<file path="config.mk">
export PLATFORM = sky130hd
export DESIGN_NAME = composite_bus_slice_flat
export DESIGN_NICKNAME = d
export VERILOG_FILES = /design/src/rtl/composite_bus_slice_if.sv /design/src/rtl/composite_bus_slice.sv /design/src/flat_wrapper.sv
export SDC_FILE = /design/constraint.sdc
export NUM_CORES = 1
export LEC_CHECK = 0
export ABC_AREA = 1
export CAP_MARGIN = 20
export CORE_ASPECT_RATIO = 1.1
export CORE_UTILIZATION = 56
export CTS_BUF_LIST = sky130_fd_sc_hd__clkbuf_8
export CTS_CLUSTER_SIZE = 8
export DETAILED_ROUTE_END_ITERATION = 8
export PLACE_DENSITY = 0.86
export SLEW_MARGIN = 25
export SYNTH_ARGS = -nofsm -noshare
export SYNTH_HDL_FRONTEND = slang
export SYNTH_SLANG_ARGS = --single-unit
</file>
<file path="constraint.sdc">
create_clock -name clk -period 1.7 [get_ports clk]
set_input_delay 0.51 -clock clk [delete_from_list [all_inputs] [get_ports clk]]
set_output_delay 0.51 -clock clk [all_outputs]
set_load 0.005 [all_outputs]
</file>
<file path="src/rtl/composite_bus_slice_if.sv">
// Five-channel composite bus bundle (one side of the link).
// The master drives addr_read, addr_write and data_write. It receives
// data_read and resp_write. The slave modport mirrors those directions.
interface composite_bus_slice_if #(
    parameter int DATA_WIDTH = 8
);
    logic [DATA_WIDTH-1:0] addr_read_bus_data;
    logic                  addr_read_bus_valid;
    logic                  addr_read_bus_ready;
    logic [DATA_WIDTH-1:0] addr_write_bus_data;
    logic                  addr_write_bus_valid;
    logic                  addr_write_bus_ready;
    logic [DATA_WIDTH-1:0] data_write_bus_data;
    logic                  data_write_bus_valid;
    logic                  data_write_bus_ready;
    logic [DATA_WIDTH-1:0] data_read_bus_data;
    logic                  data_read_bus_valid;
    logic                  data_read_bus_ready;
    logic [DATA_WIDTH-1:0] resp_write_bus_data;
    logic                  resp_write_bus_valid;
    logic                  resp_write_bus_ready;

    modport master (
        output addr_read_bus_data, addr_read_bus_valid, input  addr_read_bus_ready,
        output addr_write_bus_data, addr_write_bus_valid, input  addr_write_bus_ready,
        output data_write_bus_data, data_write_bus_valid, input  data_write_bus_ready,
        input  data_read_bus_data, data_read_bus_valid, output data_read_bus_ready,
        input  resp_write_bus_data, resp_write_bus_valid, output resp_write_bus_ready
    );

    modport slave (
        input  addr_read_bus_data, addr_read_bus_valid, output addr_read_bus_ready,
        input  addr_write_bus_data, addr_write_bus_valid, output addr_write_bus_ready,
        input  data_write_bus_data, data_write_bus_valid, output data_write_bus_ready,
        output data_read_bus_data, data_read_bus_valid, input  data_read_bus_ready,
        output resp_write_bus_data, resp_write_bus_valid, input  resp_write_bus_ready
    );
endinterface

</file>
<file path="src/rtl/composite_bus_slice.sv">
// Composite bus slice: five independent valid/ready channels between side_a
// (initiator) and side_b (target). Each channel is either a two-entry skid
// buffer or a plain wire, chosen per channel by REG_MASK.

// One channel: skid buffer when REG_EN=1, combinational bypass otherwise.
module composite_bus_slice_chan #(
    parameter int DATA_WIDTH = 8,
    parameter bit REG_EN     = 1'b1
) (
    input  logic                  i_clk,
    input  logic                  i_rst_n,
    input  logic [DATA_WIDTH-1:0] i_in_data,
    input  logic                  i_in_valid,
    output logic                  o_in_ready,
    output logic [DATA_WIDTH-1:0] o_out_data,
    output logic                  o_out_valid,
    input  logic                  i_out_ready
);
    // EMPTY: nothing held; ONE: main register valid; FULL: main + skid valid.
    typedef enum logic [1:0] {EMPTY = 2'd0, ONE = 2'd1, FULL = 2'd2} state_t;

    generate
        if (REG_EN) begin : g_reg
            state_t                r_state;
            state_t                w_state_nxt;
            logic [DATA_WIDTH-1:0] r_m_data;
            logic [DATA_WIDTH-1:0] r_s_data;
            logic                  w_in_beat;
            logic                  w_out_beat;
            logic                  w_m_ld;
            logic                  w_m_from_s;
            logic                  w_s_ld;

            // in_ready comes only from state, so out_ready never reaches it combinationally.
            assign w_in_beat  = i_in_valid && (r_state != FULL);
            assign w_out_beat = i_out_ready && (r_state != EMPTY);

            // Next state and register load selects for the skid buffer.
            always_comb begin
                w_state_nxt = r_state;
                w_m_ld      = 1'b0;
                w_m_from_s  = 1'b0;
                w_s_ld      = 1'b0;
                case (r_state)
                    EMPTY: begin
                        if (w_in_beat) begin
                            w_state_nxt = ONE;
                            w_m_ld      = 1'b1;
                        end
                    end
                    ONE: begin
                        if (w_in_beat && w_out_beat) begin
                            w_m_ld = 1'b1;
                        end else if (w_in_beat) begin
                            w_state_nxt = FULL;
                            w_s_ld      = 1'b1;
                        end else if (w_out_beat) begin
                            w_state_nxt = EMPTY;
                        end
                    end
                    FULL: begin
                        // in_ready is low here, so only the drain can happen.
                        if (w_out_beat) begin
                            w_state_nxt = ONE;
                            w_m_ld      = 1'b1;
                            w_m_from_s  = 1'b1;
                        end
                    end
                    default: w_state_nxt = EMPTY;
                endcase
            end

            // State register; reset discards anything in flight.
            always_ff @(posedge i_clk or negedge i_rst_n) begin
                if (!i_rst_n) r_state <= EMPTY;
                else          r_state <= w_state_nxt;
            end

            // Main and skid data registers. They are cleared so that out_data reads 0 in reset.
            always_ff @(posedge i_clk or negedge i_rst_n) begin
                if (!i_rst_n) begin
                    r_m_data <= '0;
                    r_s_data <= '0;
                end else begin
                    if (w_m_ld) r_m_data <= w_m_from_s ? r_s_data : i_in_data;
                    if (w_s_ld) r_s_data <= i_in_data;
                end
            end

            assign o_out_valid = (r_state != EMPTY);
            assign o_out_data  = r_m_data;
            assign o_in_ready  = (r_state != FULL);
        end else begin : g_byp
            // A pure wire: clock and reset are not needed here.
            logic w_unused_clk_rst;
            assign w_unused_clk_rst = i_clk ^ i_rst_n;

            assign o_out_data  = i_in_data;
            assign o_out_valid = i_in_valid;
            assign o_in_ready  = i_out_ready;
        end
    endgenerate
endmodule

module composite_bus_slice #(
    parameter int         DATA_WIDTH = 8,
    parameter logic [4:0] REG_MASK   = 5'b11111
) (
    input  logic                    clk,
    input  logic                    rst,
    composite_bus_slice_if.slave    side_a,
    composite_bus_slice_if.master   side_b
);
    // Forward channels: side_a -> side_b.
    composite_bus_slice_chan #(.DATA_WIDTH(DATA_WIDTH), .REG_EN(REG_MASK[0])) u_addr_read (
        .i_clk(clk), .i_rst_n(rst),
        .i_in_data(side_a.addr_read_bus_data), .i_in_valid(side_a.addr_read_bus_valid),
        .o_in_ready(side_a.addr_read_bus_ready),
        .o_out_data(side_b.addr_read_bus_data), .o_out_valid(side_b.addr_read_bus_valid),
        .i_out_ready(side_b.addr_read_bus_ready));

    composite_bus_slice_chan #(.DATA_WIDTH(DATA_WIDTH), .REG_EN(REG_MASK[1])) u_addr_write (
        .i_clk(clk), .i_rst_n(rst),
        .i_in_data(side_a.addr_write_bus_data), .i_in_valid(side_a.addr_write_bus_valid),
        .o_in_ready(side_a.addr_write_bus_ready),
        .o_out_data(side_b.addr_write_bus_data), .o_out_valid(side_b.addr_write_bus_valid),
        .i_out_ready(side_b.addr_write_bus_ready));

    composite_bus_slice_chan #(.DATA_WIDTH(DATA_WIDTH), .REG_EN(REG_MASK[3])) u_data_write (
        .i_clk(clk), .i_rst_n(rst),
        .i_in_data(side_a.data_write_bus_data), .i_in_valid(side_a.data_write_bus_valid),
        .o_in_ready(side_a.data_write_bus_ready),
        .o_out_data(side_b.data_write_bus_data), .o_out_valid(side_b.data_write_bus_valid),
        .i_out_ready(side_b.data_write_bus_ready));

    // Reverse channels: side_b -> side_a.
    composite_bus_slice_chan #(.DATA_WIDTH(DATA_WIDTH), .REG_EN(REG_MASK[2])) u_data_read (
        .i_clk(clk), .i_rst_n(rst),
        .i_in_data(side_b.data_read_bus_data), .i_in_valid(side_b.data_read_bus_valid),
        .o_in_ready(side_b.data_read_bus_ready),
        .o_out_data(side_a.data_read_bus_data), .o_out_valid(side_a.data_read_bus_valid),
        .i_out_ready(side_a.data_read_bus_ready));

    composite_bus_slice_chan #(.DATA_WIDTH(DATA_WIDTH), .REG_EN(REG_MASK[4])) u_resp_write (
        .i_clk(clk), .i_rst_n(rst),
        .i_in_data(side_b.resp_write_bus_data), .i_in_valid(side_b.resp_write_bus_valid),
        .o_in_ready(side_b.resp_write_bus_ready),
        .o_out_data(side_a.resp_write_bus_data), .o_out_valid(side_a.resp_write_bus_valid),
        .i_out_ready(side_a.resp_write_bus_ready));
endmodule

</file>
<file path="src/flat_wrapper.sv">
// flat-port wrapper written by rule: the top's interface ports become plain ports
module composite_bus_slice_flat 
#(
    parameter int         DATA_WIDTH = 8,
    parameter logic [4:0] REG_MASK   = 5'b11111
)
  (clk, rst, side_a_addr_read_bus_data, side_a_addr_read_bus_valid, side_a_addr_read_bus_ready, side_a_addr_write_bus_data, side_a_addr_write_bus_valid, side_a_addr_write_bus_ready, side_a_data_write_bus_data, side_a_data_write_bus_valid, side_a_data_write_bus_ready, side_a_data_read_bus_data, side_a_data_read_bus_valid, side_a_data_read_bus_ready, side_a_resp_write_bus_data, side_a_resp_write_bus_valid, side_a_resp_write_bus_ready, side_b_addr_read_bus_data, side_b_addr_read_bus_valid, side_b_addr_read_bus_ready, side_b_addr_write_bus_data, side_b_addr_write_bus_valid, side_b_addr_write_bus_ready, side_b_data_write_bus_data, side_b_data_write_bus_valid, side_b_data_write_bus_ready, side_b_data_read_bus_data, side_b_data_read_bus_valid, side_b_data_read_bus_ready, side_b_resp_write_bus_data, side_b_resp_write_bus_valid, side_b_resp_write_bus_ready);
  composite_bus_slice_if #(.DATA_WIDTH(DATA_WIDTH)) side_a_i ();
  composite_bus_slice_if #(.DATA_WIDTH(DATA_WIDTH)) side_b_i ();
  input  logic clk;
  input  logic rst;
  input wire logic [$bits(side_a_i.addr_read_bus_data)-1:0] side_a_addr_read_bus_data;
  input wire logic [$bits(side_a_i.addr_read_bus_valid)-1:0] side_a_addr_read_bus_valid;
  output wire logic [$bits(side_a_i.addr_read_bus_ready)-1:0] side_a_addr_read_bus_ready;
  input wire logic [$bits(side_a_i.addr_write_bus_data)-1:0] side_a_addr_write_bus_data;
  input wire logic [$bits(side_a_i.addr_write_bus_valid)-1:0] side_a_addr_write_bus_valid;
  output wire logic [$bits(side_a_i.addr_write_bus_ready)-1:0] side_a_addr_write_bus_ready;
  input wire logic [$bits(side_a_i.data_write_bus_data)-1:0] side_a_data_write_bus_data;
  input wire logic [$bits(side_a_i.data_write_bus_valid)-1:0] side_a_data_write_bus_valid;
  output wire logic [$bits(side_a_i.data_write_bus_ready)-1:0] side_a_data_write_bus_ready;
  output wire logic [$bits(side_a_i.data_read_bus_data)-1:0] side_a_data_read_bus_data;
  output wire logic [$bits(side_a_i.data_read_bus_valid)-1:0] side_a_data_read_bus_valid;
  input wire logic [$bits(side_a_i.data_read_bus_ready)-1:0] side_a_data_read_bus_ready;
  output wire logic [$bits(side_a_i.resp_write_bus_data)-1:0] side_a_resp_write_bus_data;
  output wire logic [$bits(side_a_i.resp_write_bus_valid)-1:0] side_a_resp_write_bus_valid;
  input wire logic [$bits(side_a_i.resp_write_bus_ready)-1:0] side_a_resp_write_bus_ready;
  output wire logic [$bits(side_b_i.addr_read_bus_data)-1:0] side_b_addr_read_bus_data;
  output wire logic [$bits(side_b_i.addr_read_bus_valid)-1:0] side_b_addr_read_bus_valid;
  input wire logic [$bits(side_b_i.addr_read_bus_ready)-1:0] side_b_addr_read_bus_ready;
  output wire logic [$bits(side_b_i.addr_write_bus_data)-1:0] side_b_addr_write_bus_data;
  output wire logic [$bits(side_b_i.addr_write_bus_valid)-1:0] side_b_addr_write_bus_valid;
  input wire logic [$bits(side_b_i.addr_write_bus_ready)-1:0] side_b_addr_write_bus_ready;
  output wire logic [$bits(side_b_i.data_write_bus_data)-1:0] side_b_data_write_bus_data;
  output wire logic [$bits(side_b_i.data_write_bus_valid)-1:0] side_b_data_write_bus_valid;
  input wire logic [$bits(side_b_i.data_write_bus_ready)-1:0] side_b_data_write_bus_ready;
  input wire logic [$bits(side_b_i.data_read_bus_data)-1:0] side_b_data_read_bus_data;
  input wire logic [$bits(side_b_i.data_read_bus_valid)-1:0] side_b_data_read_bus_valid;
  output wire logic [$bits(side_b_i.data_read_bus_ready)-1:0] side_b_data_read_bus_ready;
  input wire logic [$bits(side_b_i.resp_write_bus_data)-1:0] side_b_resp_write_bus_data;
  input wire logic [$bits(side_b_i.resp_write_bus_valid)-1:0] side_b_resp_write_bus_valid;
  output wire logic [$bits(side_b_i.resp_write_bus_ready)-1:0] side_b_resp_write_bus_ready;
  assign side_a_i.addr_read_bus_data = side_a_addr_read_bus_data;
  assign side_a_i.addr_read_bus_valid = side_a_addr_read_bus_valid;
  assign side_a_addr_read_bus_ready = side_a_i.addr_read_bus_ready;
  assign side_a_i.addr_write_bus_data = side_a_addr_write_bus_data;
  assign side_a_i.addr_write_bus_valid = side_a_addr_write_bus_valid;
  assign side_a_addr_write_bus_ready = side_a_i.addr_write_bus_ready;
  assign side_a_i.data_write_bus_data = side_a_data_write_bus_data;
  assign side_a_i.data_write_bus_valid = side_a_data_write_bus_valid;
  assign side_a_data_write_bus_ready = side_a_i.data_write_bus_ready;
  assign side_a_data_read_bus_data = side_a_i.data_read_bus_data;
  assign side_a_data_read_bus_valid = side_a_i.data_read_bus_valid;
  assign side_a_i.data_read_bus_ready = side_a_data_read_bus_ready;
  assign side_a_resp_write_bus_data = side_a_i.resp_write_bus_data;
  assign side_a_resp_write_bus_valid = side_a_i.resp_write_bus_valid;
  assign side_a_i.resp_write_bus_ready = side_a_resp_write_bus_ready;
  assign side_b_addr_read_bus_data = side_b_i.addr_read_bus_data;
  assign side_b_addr_read_bus_valid = side_b_i.addr_read_bus_valid;
  assign side_b_i.addr_read_bus_ready = side_b_addr_read_bus_ready;
  assign side_b_addr_write_bus_data = side_b_i.addr_write_bus_data;
  assign side_b_addr_write_bus_valid = side_b_i.addr_write_bus_valid;
  assign side_b_i.addr_write_bus_ready = side_b_addr_write_bus_ready;
  assign side_b_data_write_bus_data = side_b_i.data_write_bus_data;
  assign side_b_data_write_bus_valid = side_b_i.data_write_bus_valid;
  assign side_b_i.data_write_bus_ready = side_b_data_write_bus_ready;
  assign side_b_i.data_read_bus_data = side_b_data_read_bus_data;
  assign side_b_i.data_read_bus_valid = side_b_data_read_bus_valid;
  assign side_b_data_read_bus_ready = side_b_i.data_read_bus_ready;
  assign side_b_i.resp_write_bus_data = side_b_resp_write_bus_data;
  assign side_b_i.resp_write_bus_valid = side_b_resp_write_bus_valid;
  assign side_b_resp_write_bus_ready = side_b_i.resp_write_bus_ready;
  composite_bus_slice #(.DATA_WIDTH(DATA_WIDTH), .REG_MASK(REG_MASK)) u_core (.clk(clk), .rst(rst), .side_a(side_a_i), .side_b(side_b_i));
endmodule
</file>
* After elaboration in Yosys (flattened, before gate mapping)
Cells that the tools add are included.
** Word-level totals
- Memories :: 0
- Bits in read-only memories :: 0
- Bits in registers :: 90
- Output and inout bits :: 50
- RAM bits :: 0
- Input bits :: 52
- Latch bits :: 0
- Word-level logic and storage cells :: 150
** Operators by class
- Muxes and demuxes :: 70
- Magnitude comparators :: 0
- Equal/unequal tests :: 35
- Multipliers :: 0
- Bitwise logic cells :: 0
- Divide/modulo/power cells :: 0
- Shift operators :: 0
- Add/sub/neg operators :: 0
- Reduce and logical (&&, ||, !) cells :: 30
** Operators with widths (count)
- $mux W2 :: 25
- $mux W8 :: 5
- $ne A2 B2 Y1 const B :: 20
- $mux W1 :: 30
- $pmux W2 S3 :: 5
- $reduce_and A4 Y1 :: 5
- $logic_and A1 B1 Y1 :: 15
- $ne A3 B3 Y1 const B :: 5
- $pmux W1 S3 :: 5
- $eq A2 B1 Y1 const B :: 5
- $eq A2 B2 Y1 const B :: 5
- $logic_not A2 Y1 :: 5
- $reduce_bool A2 Y1 :: 5

* Depth between registers and ports, before layout
- Word-level depth :: 6
- Mapped depth :: 7
- Depth with buffers taken out :: 7

* Modules after synthesis
A second synthesis with hierarchy kept.
** Second synthesis, totals
- Cell total of the unflattened synthesis :: 549
- Area total of the unflattened synthesis :: 4511.8 um^2
** Modules (own cells, without submodules)
- composite_bus_slice_chan (u_core.u_addr_write ...) :: instances 4, cells an instance 110, area each 892.1 um^2, seq. area each 450.4 um^2
- composite_bus_slice_chan (u_core.u_addr_read) :: instances 1, cells an instance 109, area each 943.4 um^2, seq. area each 450.4 um^2

* Worst setup path after synthesis
Ideal clock, no wire load.
- Path kind :: reg2out
- Start :: register u_core.u_data_read.g_reg.r_state[0]
- End :: output port side_b_data_read_bus_ready
- Stages on the path, launching flop included :: 4
- Path buffers :: 1
- Setup slack :: 421 ps
- Data arrival time :: 769 ps
- Data required time :: 1190 ps
- Path through :: dfrtp_1 > inv_2 > buf_2 > nand2_1
** Between the ends
- Cells in the longest elaborated chain, start to end :: 1
** RTL lines
- start, declared :: RTL line composite_bus_slice.sv:24 : state_t r_state;
- start signal, assigned :: RTL line composite_bus_slice.sv:76 : else r_state <= w_state_nxt;
- $ne A2 B2 Y1 :: RTL line composite_bus_slice.sv:92 : assign o_in_ready = (r_state != FULL);
- end, declared :: RTL line flat_wrapper.sv:38 : output wire logic [$bits(side_b_i.data_read_bus_ready)-1:0] side_b_data_read_bus_ready;
Every way passes these cells.

* Final worst setup path
- Start :: register u_core.u_data_read.g_reg.r_state[0]
- End :: output port side_a_data_read_bus_valid
** Between the ends
- Cells in the longest elaborated chain, start to end :: 1
** RTL lines
- $reduce_bool A2 Y1 :: RTL line composite_bus_slice.sv:90 : assign o_out_valid = (r_state != EMPTY);
- end, declared :: RTL line flat_wrapper.sv:22 : output wire logic [$bits(side_a_i.data_read_bus_valid)-1:0] side_a_data_read_bus_valid;
Every way passes these cells.

==> results.json <==
{
  "status": "finished, final reports clean",
  "drtPass1Iterations": 6,
  "drv_slew": 0,
  "finClkSkew_ps": 7.910,
  "wl_met1_mm": 4.949,
  "regToRegStartpoint": "u_core.u_data_read.g_reg.r_state[0]$_DFFE_PN0P_",
  "grt_antenna_before_repair": 0,
  "final_cells": 824,
  "core_region_area_sq_um": 7639,
  "clk_pin_slew_ps": 100,
  "grtUsageTotal_pct": 29.34,
  "cp-end-kind": "primary output",
  "layout-drive-gt1-share_pct": 19.33,
  "tightest_slew_ps": 253.9,
  "finalCriticalPeriod_ps": 1640,
  "ys_types": 21,
  "timing.hold.ws_ps": 125.1,
  "arrival_ps": 1130,
  "critPathLaunchType": "register",
  "syn2layout_area_growth_pct": 36.73,
  "max_freq_mhz": 609.9,
  "cts_max_path_buffers": 2,
  "vias": 4494,
  "drc": 0,
  "port_buffers": 101,
  "clk_latency_ps": 350,
  "ctsRootBufferMaster": "clkbuf_8",
  "wl_met2_mm": 5.971,
  "path_class": "register to primary output",
  "startpoint": "u_core.u_data_read.g_reg.r_state[0]$_DFFE_PN0P_",
  "relSlewSlack_pct": 83.07,
  "syn_area_per_cell_sq_um": 8.138,
  "vdd_drop_max_mv": 0.8035,
  "min_path_type": "input port to asynchronous set/reset pin",
  "top_layer_used": "met4",
  "synth-warning-count": 0,
  "required_ps": 1190,
  "die_h_microns": 96.20,
  "viasPerCell": 5.454,
  "synth_nets": 607,
  "fin_crit_sh_pct": 96.44,
  "worst-path-max-fanout": 2,
  "wl_met3_microns": 804,
  "hold_viol_final": 0,
  "dp_hpwl_mm": 7.853,
  "worst-r2r-cell-count": 7,
  "ios": 102,
  "avgRoutedWirePerCell_microns": 14.60,
  "grt_pass1_wl_mm": 19.15,
  "drv_cap": 0,
  "htree_levels": 3,
  "p_leak_uw": 0.003364,
  "synthCells": 555,
  "die-area_sq_um": 8430,
  "synthesis.area_sq_um": 4517,
  "cts_made_buffers": 9,
  "ys_ff_latch": 90,
  "place_area_sq_um": 5806,
  "overflow": 0,
  "drtAntennaViolNets": 0,
  "place_inst": 774,
  "tns_ps": 0,
  "seq_area_frac_synth_pct": 49.86,
  "finalPower_uw": 7765,
  "power_density_nw_per_um2": 1257,
  "cts_tree": "yes",
  "diodes": 0,
  "fp.dieW_microns": 87.63,
  "place_congestion": 0.9057,
  "first_iter_violations": 266,
  "rows": 33,
  "cts.sinks": 90,
  "setup_violations": 0,
  "grt_max_degree": 46,
  "fin_area_sq_um": 6176,
  "initial_core_util_pct": 59.13,
  "grt_pass1_vias": 4274,
  "finalNetCount": 766,
  "finalWirelength_mm": 12.03
}
-- power by group --
group | internal [uW] | total, uW | switching (uW) | leakage [uW]
Clock | 572 | 1350 | 782 | 0.0000882
Sequential | 2900 | 3340 | 434 | 0.00112
Combinational | 1490 | 3070 | 1580 | 0.00216
-- kinds of logic (layout without fill, tap and decap cells) --
kind of cell	Yosys count	count (layout)	synth area share (%)
flops	90	90	49.86
compound gates	25	25	3.601
simple gates	379	379	39.50
buf+inv	61	225	7.036
-- placed cells by master (no fill, tap or decap), drive strengths merged, types with 4 or more instances in the layout --
master and count:
nand2 274, o21ai 22, clkdlybuf4s50 50, dlygate4sd2 42, dfrtp 90, buf 71
clkinv 4, clkbuf 12, nand4 43, inv 41, nand3 58
-- per-layer routing --
layer	vias to the layer above	global-route usage, %
li1	2123	-
met1	2128	38.13
met2	209	48.50
met3	34	6.861
met4	0	9.699
met5	-	0
-- final timing paths --
kind	endpoint	slack [ps]
setup / recovery	side_a_data_read_bus_valid	60
hold / removal	u_core.u_data_read.o_out_data[1]$_DFFE_PN0P_	130
setup reg to reg	u_core.u_data_read.o_out_data[7]$_DFFE_PN0P_	250
hold reg to reg	u_core.u_data_write.g_reg.r_s_data[0]$_DFFE_PN0P_	480
max in group asynchronous	u_core.u_addr_write.g_reg.r_s_data[0]$_DFFE_PN0P_	1330
min in group clk	u_core.u_data_write.g_reg.r_s_data[0]$_DFFE_PN0P_	480
-- stage by stage --
| step | worst slack [ps] | util (%) |
|---|---|---|
| final | 60.45 | 80.85 |
| after global routing | -2.718 | 80.85 |
| after CTS | -6.049 | 80.64 |
| after detailed placement | -105.4 | 76.00 |
| after global placement | -71.28 | 76.00 |
| after floorplan | 421.1 | - |
-- synth_stat cells, drive strengths merged --
cell type,number,area [sq um]
nand2,274,1084
dfrtp,90,2252
nand3,58,352.8
nand4,43,299.0
inv,41,156.4
o21ai,22,147.6
buf,20,161.4
a21oi,3,15.01
nor2,3,42.54
or2,1,6.260
-- final cells by class --
| cell class | count | area, sq um |
|---|---|---|
| fillers | 467 | 1463 |
| flip-flops and latches | 90 | 2252 |
| inverters | 41 | 156.4 |
| clock inverters | 6 | 42.54 |
| clock buffers | 10 | 137.6 |
| multi-input cells | 404 | 1952 |
| repair buffers | 168 | 1504 |
| well taps | 105 | 131.4 |
-- worst max-delay path, cell delays in order (launching register included) --
cell and delay [ps]:
dfrtp_1 410, inv_2 70, nand2_1 40, dlygate4sd2_1 250
-- flip-flops by register name, summed over array words and instances, names as in the netlist --
| name | flops |
|---|---|
| u_core.u_data_write.g_reg.r_s_data | 8 |
| u_core.u_resp_write.g_reg.r_s_data | 8 |
| u_core.u_addr_write.g_reg.r_s_data | 8 |
| u_core.u_data_write.g_reg.r_state | 2 |
| u_core.u_addr_read.g_reg.r_s_data | 8 |
| u_core.u_addr_write.g_reg.r_state | 2 |
| u_core.u_data_read.g_reg.r_s_data | 8 |
| u_core.u_addr_read.g_reg.r_state | 2 |
| u_core.u_addr_write.o_out_data | 8 |
| u_core.u_data_write.o_out_data | 8 |
| u_core.u_data_read.g_reg.r_state | 2 |
| u_core.u_resp_write.g_reg.r_state | 2 |
| u_core.u_data_read.o_out_data | 8 |
| u_core.u_addr_read.o_out_data | 8 |
| u_core.u_resp_write.o_out_data | 8 |
-- repair_timing --
| item | CTS | global route |
|---|---|---|
| hold buffers | 0 | 0 |
| resized for setup | 65 | 10 |
| buffers inserted | 31 | 3 |
| setup endpoints to repair | 50 | 8 |
Note: power is estimated with default switching activity, not from simulation.
